## src/rtl/display_pkg.sv

```systemverilog
// Shared constants, types and digit patterns for the multiplexed 7-segment driver.
// All segment/anode values are active-low (common-anode display).
package display_pkg;

  localparam logic [6:0] SEG_OFF  = 7'h7F;
  localparam logic [6:0] SEG_DASH = 7'h3F;
  localparam logic [7:0] AN_OFF   = 8'hFF;

  typedef logic [7:0][3:0] bcd8_t;

  // Segment order is {g,f,e,d,c,b,a}; a 0 bit lights the segment.
  function automatic logic [6:0] seg_pattern(input logic [3:0] nib);
    case (nib)
      4'd0:    seg_pattern = 7'b1000000;
      4'd1:    seg_pattern = 7'b1111001;
      4'd2:    seg_pattern = 7'b0100100;
      4'd3:    seg_pattern = 7'b0110000;
      4'd4:    seg_pattern = 7'b0011001;
      4'd5:    seg_pattern = 7'b0010010;
      4'd6:    seg_pattern = 7'b0000010;
      4'd7:    seg_pattern = 7'b1111000;
      4'd8:    seg_pattern = 7'b0000000;
      4'd9:    seg_pattern = 7'b0010000;
      default: seg_pattern = SEG_DASH;
    endcase
  endfunction

endpackage

```

## src/rtl/bcd_display_driver_if.sv

```systemverilog
// Converter-side inputs and display pins of the BCD display driver.
interface bcd_display_driver_if;
  import display_pkg::*;

  logic       idle;
  bcd8_t      bcd;
  logic       lz_en;
  logic       blank;
  logic [7:0] an;
  logic [6:0] seg;
  logic       dp_n;

  modport master (output idle, bcd, lz_en, blank, input an, seg, dp_n);
  modport slave  (input idle, bcd, lz_en, blank, output an, seg, dp_n);
endinterface

```

## src/rtl/bcd_to_7seg.sv

```systemverilog
// Combinational BCD nibble to active-low 7-segment decoder; invalid nibbles show a dash.
module bcd_to_7seg
  import display_pkg::*;
(
  input  logic [3:0] nib,
  output logic [6:0] seg_n
);

  assign seg_n = (nib > 4'd9) ? SEG_DASH : seg_pattern(nib);

endmodule

```

## src/rtl/bcd_display_driver.sv

```systemverilog
// Captures the converter result on idle rising, then scans 8 digits one at a time
// with optional leading-zero blanking and a global blank.
module bcd_display_driver
  import display_pkg::*;
#(
  parameter int unsigned SCAN_DIV = 100000
) (
  input  logic                 clk,
  input  logic                 rst_n,
  bcd_display_driver_if.slave  dsp
);

  localparam int unsigned CW = (SCAN_DIV > 2) ? $clog2(SCAN_DIV) : 1;
  localparam logic [CW-1:0] DIV_LAST = CW'(SCAN_DIV - 1);

  logic          idle_q, idle_d;
  bcd8_t         shown_q, shown_d;
  logic [CW-1:0] div_cnt_q, div_cnt_d;
  logic [2:0]    digit_idx_q, digit_idx_d;
  logic [7:0]    an_q, an_d;
  logic [6:0]    seg_q, seg_d;
  logic          tick;
  logic          lz_run;
  logic [7:0]    dig_blank;
  logic [6:0]    dec_seg;

  bcd_to_7seg u_dec (
    .nib   (shown_q[digit_idx_q]),
    .seg_n (dec_seg)
  );

  // Walk from the top digit down; a digit is blanked while only zeros sit above and at it.
  always_comb begin
    lz_run    = 1'b1;
    dig_blank = '0;
    for (int k = 7; k >= 1; k--) begin
      lz_run       = lz_run && (shown_q[k] == 4'd0);
      dig_blank[k] = dsp.lz_en && lz_run;
    end
  end

  always_comb begin
    idle_d      = dsp.idle;
    shown_d     = (dsp.idle && !idle_q) ? dsp.bcd : shown_q;
    tick        = (div_cnt_q == DIV_LAST);
    div_cnt_d   = tick ? '0 : div_cnt_q + 1'b1;
    digit_idx_d = tick ? digit_idx_q + 3'd1 : digit_idx_q;
    an_d        = ~(8'd1 << digit_idx_q);
    seg_d       = dig_blank[digit_idx_q] ? SEG_OFF : dec_seg;
    if (dsp.blank) begin
      an_d  = AN_OFF;
      seg_d = SEG_OFF;
    end
  end

  always_ff @(posedge clk or negedge rst_n) begin
    if (!rst_n) begin
      idle_q      <= 1'b1;
      shown_q     <= '0;
      div_cnt_q   <= '0;
      digit_idx_q <= '0;
      an_q        <= AN_OFF;
      seg_q       <= SEG_OFF;
    end else begin
      idle_q      <= idle_d;
      shown_q     <= shown_d;
      div_cnt_q   <= div_cnt_d;
      digit_idx_q <= digit_idx_d;
      an_q        <= an_d;
      seg_q       <= seg_d;
    end
  end

  assign dsp.an   = an_q;
  assign dsp.seg  = seg_q;
  assign dsp.dp_n = 1'b1;

endmodule

```

## src/flat_wrapper.sv

```systemverilog
// flat-port wrapper written by rule: the top's interface ports become plain ports
module bcd_display_driver_flat import display_pkg::*;
#(
  parameter int unsigned SCAN_DIV = 100000
)
  (clk, rst_n, dsp_idle, dsp_bcd, dsp_lz_en, dsp_blank, dsp_an, dsp_seg, dsp_dp_n);
  bcd_display_driver_if dsp_i ();
  input  logic clk;
  input  logic rst_n;
  input wire logic [$bits(dsp_i.idle)-1:0] dsp_idle;
  input wire logic [$bits(dsp_i.bcd)-1:0] dsp_bcd;
  input wire logic [$bits(dsp_i.lz_en)-1:0] dsp_lz_en;
  input wire logic [$bits(dsp_i.blank)-1:0] dsp_blank;
  output wire logic [$bits(dsp_i.an)-1:0] dsp_an;
  output wire logic [$bits(dsp_i.seg)-1:0] dsp_seg;
  output wire logic [$bits(dsp_i.dp_n)-1:0] dsp_dp_n;
  assign dsp_i.idle = dsp_idle;
  assign dsp_i.bcd = dsp_bcd;
  assign dsp_i.lz_en = dsp_lz_en;
  assign dsp_i.blank = dsp_blank;
  assign dsp_an = dsp_i.an;
  assign dsp_seg = dsp_i.seg;
  assign dsp_dp_n = dsp_i.dp_n;
  bcd_display_driver #(.SCAN_DIV(SCAN_DIV)) u_core (.clk(clk), .rst_n(rst_n), .dsp(dsp_i));
endmodule
```

## config.mk

```make
export PLATFORM = sky130hd
export DESIGN_NAME = bcd_display_driver_flat
export DESIGN_NICKNAME = d
export VERILOG_FILES = /design/src/rtl/display_pkg.sv /design/src/rtl/bcd_display_driver_if.sv /design/src/rtl/bcd_to_7seg.sv /design/src/rtl/bcd_display_driver.sv /design/src/flat_wrapper.sv
export SDC_FILE = /design/constraint.sdc
export NUM_CORES = 1
export LEC_CHECK = 0
export ABC_CLOCK_PERIOD_IN_PS = 3030
export BUFFER_PORTS_ARGS = -buffer_cell sky130_fd_sc_hd__buf_2
export CAP_MARGIN = 0
export CORE_UTILIZATION = 56
export DETAILED_ROUTE_END_ITERATION = 12
export PLACE_DENSITY = 0.77
export SLEW_MARGIN = 30
export SYNTH_ARGS = -nofsm -noshare
export SYNTH_HDL_FRONTEND = slang
export SYNTH_SLANG_ARGS = --single-unit
```

## constraint.sdc

```tcl
create_clock -name clk -period 3.03 [get_ports clk]
set_clock_uncertainty 0.05 [all_clocks]
set_input_delay 0.4545 -clock clk [delete_from_list [all_inputs] [get_ports clk]]
set_output_delay 0.4545 -clock clk [all_outputs]
set_load 0.01 [all_outputs]
```

# --- Word-level counts from Yosys, hierarchy flattened ---
# Memories as Yosys holds them, arrays and structs flattened.
# Index checks and enable logic that the tools add are counted.
totals:
  elab_cells: 52
  ff_bits: 68
  output_inout_bits: 16
  romBits: 112
  input_bits: 37
  mem_count: 1
op_classes:
  add_sub_neg: 2
  muxes: 9
  bitwise_logic: 1
  n_eq_ne: 1
  magnitude_cmp: 2
  n_reduce_logical: 22
  n_shift: 1
memory_table:
  columns: ["name", "words", "word_bits", "read_ports", "rd_ports_with_merged_regs", "write_ports", "line_no", "text"]
  rows:
  - ["(name not given)", 16, 7, 1, 0, 0, "display_pkg.sv:13", "case (nib)"]
op_table:
  columns: ["op", "count"]
  rows:
  - ["$logic_not 4->1", 7]
  - ["$mux 7", 3]
  - ["$add 17x1->17 const B", 1]
  - ["$eq 17x17->1 const B", 1]
  - ["$mux 17", 1]
  - ["$logic_and 1x1->1", 14]
  - ["$bmux 4 s3", 1]
  - ["$mux 8", 1]
  - ["$not 8->8", 1]
  - ["$shl 1x3->8 const A", 1]
  - ["$gt 4x4->1 const B", 1]
  - ["$lt 3x4->1 const B", 1]
  - ["$mux 4", 1]
  - ["$add 3x1->3 const B", 1]
  - ["$bmux 1 s3", 1]
  - ["$logic_not 1->1", 1]
  - ["$mux 1", 1]

# --- Longest topological paths before layout ---
depth:
  word_depth: 12
  depth_mapped: 9
  mapped_depth_nobuf: 7

# --- Hierarchy ---
# A second synthesis with hierarchy kept.
hier_totals:
  cells_unflattened: 285
  hier_area_um2: 3349.5
by_module_without_submodules:
  columns: ["module", "seq_area_each_um2", "n_inst", "cells_each", "area_each_um2"]
  rows:
  - ["bcd_display_driver", 1721.7, 1, 252, 3116.7]
  - ["bcd_to_7seg", 0.0, 1, 33, 232.7]

# --- Worst setup path before layout ---
# OpenSTA, ideal clock, no wires.
synth_path:
  path_type: "register to register"
  start: "reg u_core.digit_idx_q[0]"
  end: "reg u_core.seg_q[0] (netlist: u_core.dsp.seg[0])"
  path_slack_ns: 0.777
  stages_incl_launch_ff: 9
  period_less_slack_ns: 2.253
  required_time_ns: 2.874
  n_path_buf: 2
  setup_time_ns: 0.106
  arrival_ns: 2.097
  cell_sequence: "dfrtp_1 buf_6 buf_12 mux4_1 mux2i_1 ha_1 nor2_1 o31ai_4 o211ai_1"
synth_via:
  elab_chain_cells: 6
  elab_cells_between_ends: 9
  cone_classes: "order compare (1); mux (7); memory (1)"
synth_lines:
  columns: ["item", "line_no", "text"]
  rows:
  - ["start, declared", "bcd_display_driver.sv:19", "logic [2:0] digit_idx_q, digit_idx_d;"]
  - ["start signal, assigned", "bcd_display_driver.sv:68", "digit_idx_q <= digit_idx_d;"]
  - ["$bmux 4 s3", "bcd_display_driver.sv:28", ".nib (shown_q[digit_idx_q]),"]
  - ["$mux 4 (not written as such)", "bcd_display_driver.sv:28", null]
  - ["$mem_v2 16x7 / $gt 4x4->1 (equally long branches)", null, null]
  - ["$mux 7", "bcd_to_7seg.sv:9", "assign seg_n = (nib > 4'd9) ? SEG_DASH : seg_pattern(nib);"]
  - ["$mux 7 *", "bcd_display_driver.sv:49", "seg_d = dig_blank[digit_idx_q] ? SEG_OFF : dec_seg;"]
  - ["$mux 7 *", "bcd_display_driver.sv:50", "if (dsp.blank) begin"]
  - ["named net u_core.seg_d[0]", "bcd_display_driver.sv:21", "logic [6:0] seg_q, seg_d;"]
  - ["end signal, assigned", "bcd_display_driver.sv:70", "seg_q <= seg_d;"]
  - ["end, declared", "bcd_display_driver.sv:21", null]
# Mark *: on every way through the listed nets, which the timed path passes. The rest lies on a longest branch. The select of a mux whose other input is x is not followed.
# A chain may end at the register's enable or synchronous reset.

# --- Worst setup path in the final report ---
layout_path:
  start: "reg u_core.digit_idx_q[1]"
  end: "reg u_core.seg_q[2] (netlist: u_core.dsp.seg[2])"
# Same word-level chain as after synthesis.

==> results.md <==
* Largest net degree at the start of global routing at 41
* Synthesized instance count at 255
* Area share of the largest cell type after synthesis at 39.7%
* Post_cts resized at 0
* Share of power burned in registers at 52.7%
* Effective utilization at floorplan at 58.9%
* Starting DRT DRC Count at 87
* Critical Path Max Stage Delay at 0.68 ns
* Launching element type of the critical path: flop
* Cell taking the most area after synthesis: sky130_fd_sc_hd__dfrtp_1
* Post-route DRC at 0
* Width of the chip at 78.5 um
* Global-route wire length before repair at 10.0 mm
* Fraction of registers with async set or reset after synthesis at 100%
* Critical path start-end classification: reg -> reg
* Initial antenna violation count at 0
* Highest clock frequency the design can meet at 411 MHz
* Area after detailed placement at 3580 sq um
* Critical Path Fanout Max at 13
* Finish-stage setup viols at 0
* Worst-path clk slew at 0.07 ns
* Total Power Consumption at 2040 uW
* Average footprint of a synthesized cell at 12.9 sq um
* Max Buffers Root-to-Sink at 2
* Setup repair after global routing missed its margin: no
* Die height at 78.5 um
* Global-route total usage across every layer at 21.4%
* Count of flip-flops with a built-in enable after synthesis at 0
* Peak ir drop on the vdd network at 0.299 mV
* Via/cell ratio at 5.45
* Placer congestion estimate at 0.895
* Area delta synth->final at 14.8%
* Distinct cell type count after synthesis at 42
* Total power divided by cell area at 541 nW/um^2
* Number of search-and-repair iterations in the first detailed-routing pass at 4
* Cell-internal power at 1520 uW
* Post-CTS Hold Buffers at 0
* Latest clock arrival within the worst-skew pair at 0.33 ns
* Placement Rows at 27
* Vias in the first global route at 2,091
* Share of synthesized area occupied by flip-flops and latches at 52.5%
* Share of the clock period used by the worst path at 80.3%
* Total Wirelength at 5.81 mm
* Post-layout min period at 2.43 ns
* Die footprint at 6170 sq um
* Combinational group share of total power at 13.8%
* TritonCTS clock tree: yes
* Status: completed
* Clock H-tree levels at 3
* Critical path arrival at 2.59 ns
* Congestion Overflow GR at 0
* Nets in the synthesized netlist at 304
* Final number of max-transition violations at 0
* Count of nets left with antenna violations after detail routing at 0
* Post-CTS setup buffer count at 0
* Num CTS Buffers at 9
* Post-synth design cell area at 3280 sq um
* Placeable Area at 5570 sq um
* Master of the slowest instance on the critical path: sky130_fd_sc_hd__dfrtp_1
* Max-cap check violation count at 0
* Share of layout cells above drive strength 1 at 41.4%
* CP Data Required Time at 3.19 ns
* Final instance area at 3770 sq um
* Hold Path Class: in -> async
* WL per Instance at 15.0 um
* Synth area leaders: sky130_fd_sc_hd__dfrtp_1, sky130_fd_sc_hd__dfstp_2, sky130_fd_sc_hd__mux2_2, sky130_fd_sc_hd__ha_1, sky130_fd_sc_hd__mux4_1
* Number of I/O port buffers at 51
* Net switching power of the design at 517 uW
* CTS root buf: sky130_fd_sc_hd__clkbuf_8
* Total of warnings raised by yosys at 0
* Clock power share at 33.5%
* Antenna Diode Count at 0
* Fill cell instance count of the final layout at 411
* Clock Sink Count at 68
* Vias at 2,102
* Post-DP HPWL at 4.27 mm
* Switching part of the total at 25.4%
* Top_reg_cell synth: sky130_fd_sc_hd__dfrtp_1
* Slack of the worst reg-to-reg path at 0.60 ns
* Count of nets after finishing at 358
* Final total negative setup slack at 0 ns
* Worst Max-Slew Pin Slew at 0.672 ns
* Count of state elements after synthesis at 68
* Boundary pin count at 53
* Lkg Pwr at 0.00164 uW
* Sum of buffers and inverters on the critical path at 0
* Crit path max-delay family: multiplexers
* Final Hold Violating Endpoints at 0
* Worst-path cell chain: mux4_2 > mux2i_4 > ha_1 > nor2_1 > o31ai_4 > o211ai_1
* CP endpoint kind: flop
* Worst-case headroom to the max-slew limit at 54.9%
==> synthesized netlist by cell type, types with 2 or more instances <==
| cell | n |
|---|---|
| sky130_fd_sc_hd__mux2_2 | 33 |
| sky130_fd_sc_hd__xor2_1 | 7 |
| sky130_fd_sc_hd__nand4_1 | 3 |
| sky130_fd_sc_hd__nand2b_1 | 4 |
| sky130_fd_sc_hd__mux4_2 | 2 |
| sky130_fd_sc_hd__buf_6 | 3 |
| sky130_fd_sc_hd__clkbuf_1 | 3 |
| sky130_fd_sc_hd__dfstp_2 | 16 |
| sky130_fd_sc_hd__nand2_1 | 16 |
| sky130_fd_sc_hd__a2111oi_2 | 3 |
| sky130_fd_sc_hd__nor2_1 | 17 |
| sky130_fd_sc_hd__o211ai_1 | 6 |
| sky130_fd_sc_hd__mux4_1 | 4 |
| sky130_fd_sc_hd__a21oi_1 | 5 |
| sky130_fd_sc_hd__nor2b_1 | 5 |
| sky130_fd_sc_hd__nand3_1 | 8 |
| sky130_fd_sc_hd__mux2i_1 | 5 |
| sky130_fd_sc_hd__xnor2_1 | 9 |
| sky130_fd_sc_hd__o21ai_0 | 4 |
| sky130_fd_sc_hd__ha_1 | 12 |
| sky130_fd_sc_hd__dfrtp_1 | 52 |
| sky130_fd_sc_hd__buf_1 | 3 |
| sky130_fd_sc_hd__nor3_1 | 3 |
| sky130_fd_sc_hd__inv_1 | 6 |
| sky130_fd_sc_hd__and3_1 | 2 |
| sky130_fd_sc_hd__nor4_1 | 8 |
==> cell type report <==
| type | instances | area [sq um] | share of cell area, % |
|---|---|---|---|
| clock buffers | 12 | 165 | 4.38 |
| repair buffers | 54 | 290 | 7.71 |
| flip-flops and latches | 68 | 1720 | 45.7 |
| inverters | 8 | 30.0 | 0.797 |
| multi-input cells | 168 | 1450 | 38.4 |
| well taps | 72 | 90.1 | 2.39 |
| clock inverters | 4 | 22.5 | 0.598 |
==> power groups by stage <==
stage,clock network [uW],registers (uW),logic [uW]
5_1_grt,742,1080,311
4_1_cts,695,1070,286
3_3_place_gp,0,1090,276
6_report,682,1070,280
3_5_place_dp,0,1090,285
2_1_floorplan,0,1080,182
==> sequential cells by signal (all words and copies together) (netlist names) <==
name / cells
u_core.shown_q: 32
u_core.dsp.an: 8
u_core.dsp.seg: 7
u_core.div_cnt_q: 17
u_core.idle_q: 1
u_core.digit_idx_q: 3
==> cell families after synthesis <==
group / share of synthesized area [%]
buf+inv: 3.47
fa+ha+maj: 4.58
simple gates: 11.5
xor+xnor: 4.27
flops: 52.5
mux: 18.1
compound gates: 5.45
other cells: 0.114
==> metrics by stage <==
| stage | utilization (%) | hold WS [ns] | worst slack (ns) | cells |
|---|---|---|---|---|
| detailed placement | 64.2 | 0.433 | 0.610 | 370 |
| global placement | 64.2 | 0.422 | 0.699 | 370 |
| finish | 67.6 | 0.112 | 0.598 | 386 |
| floorplan | - | 0.109 | 0.777 | 255 |
| global route | 67.6 | 0.161 | 0.462 | 386 |
| CTS | 67.6 | 0.124 | 0.587 | 386 |
==> final timing paths <==
kind | cells after the start | to | start
worst max register to register | 6 | u_core.dsp.seg[2] | u_core.digit_idx_q[1]
worst min-delay path | 1 | u_core.shown_q[22] | rst_n
min in group clk | 1 | u_core.idle_q | dsp_idle
worst min register to register | 1 | u_core.div_cnt_q[0] | u_core.div_cnt_q[0]
worst max-delay path | 6 | u_core.dsp.seg[2] | u_core.digit_idx_q[1]
max in group asynchronous | 2 | u_core.dsp.an[7] | rst_n
==> layout by cell type (no fill, tap or decap), types with 8 or more instances in the layout <==
cell type and n:
sky130_fd_sc_hd__mux2_2 33, sky130_fd_sc_hd__nand2_1 16, sky130_fd_sc_hd__xnor2_1 9, sky130_fd_sc_hd__nand3_1 8, sky130_fd_sc_hd__buf_2 51, sky130_fd_sc_hd__nor4_1 8, sky130_fd_sc_hd__clkbuf_8 12, sky130_fd_sc_hd__dfrtp_1 52
sky130_fd_sc_hd__nor2_1 17, sky130_fd_sc_hd__dfstp_2 16, sky130_fd_sc_hd__ha_1 12
==> routing by layer <==
layer / track usage, % / wire length (um) / up-vias
li1: - / - / 1014
met1: 28.1 / 2650 / 1039
met2: 34.6 / 2880 / 40
met3: 4.42 / 176 / 9
met4: 8.89 / 96 / 0
met5: 0 / 0 / -
Note: power is estimated with default switching activity, not from simulation.
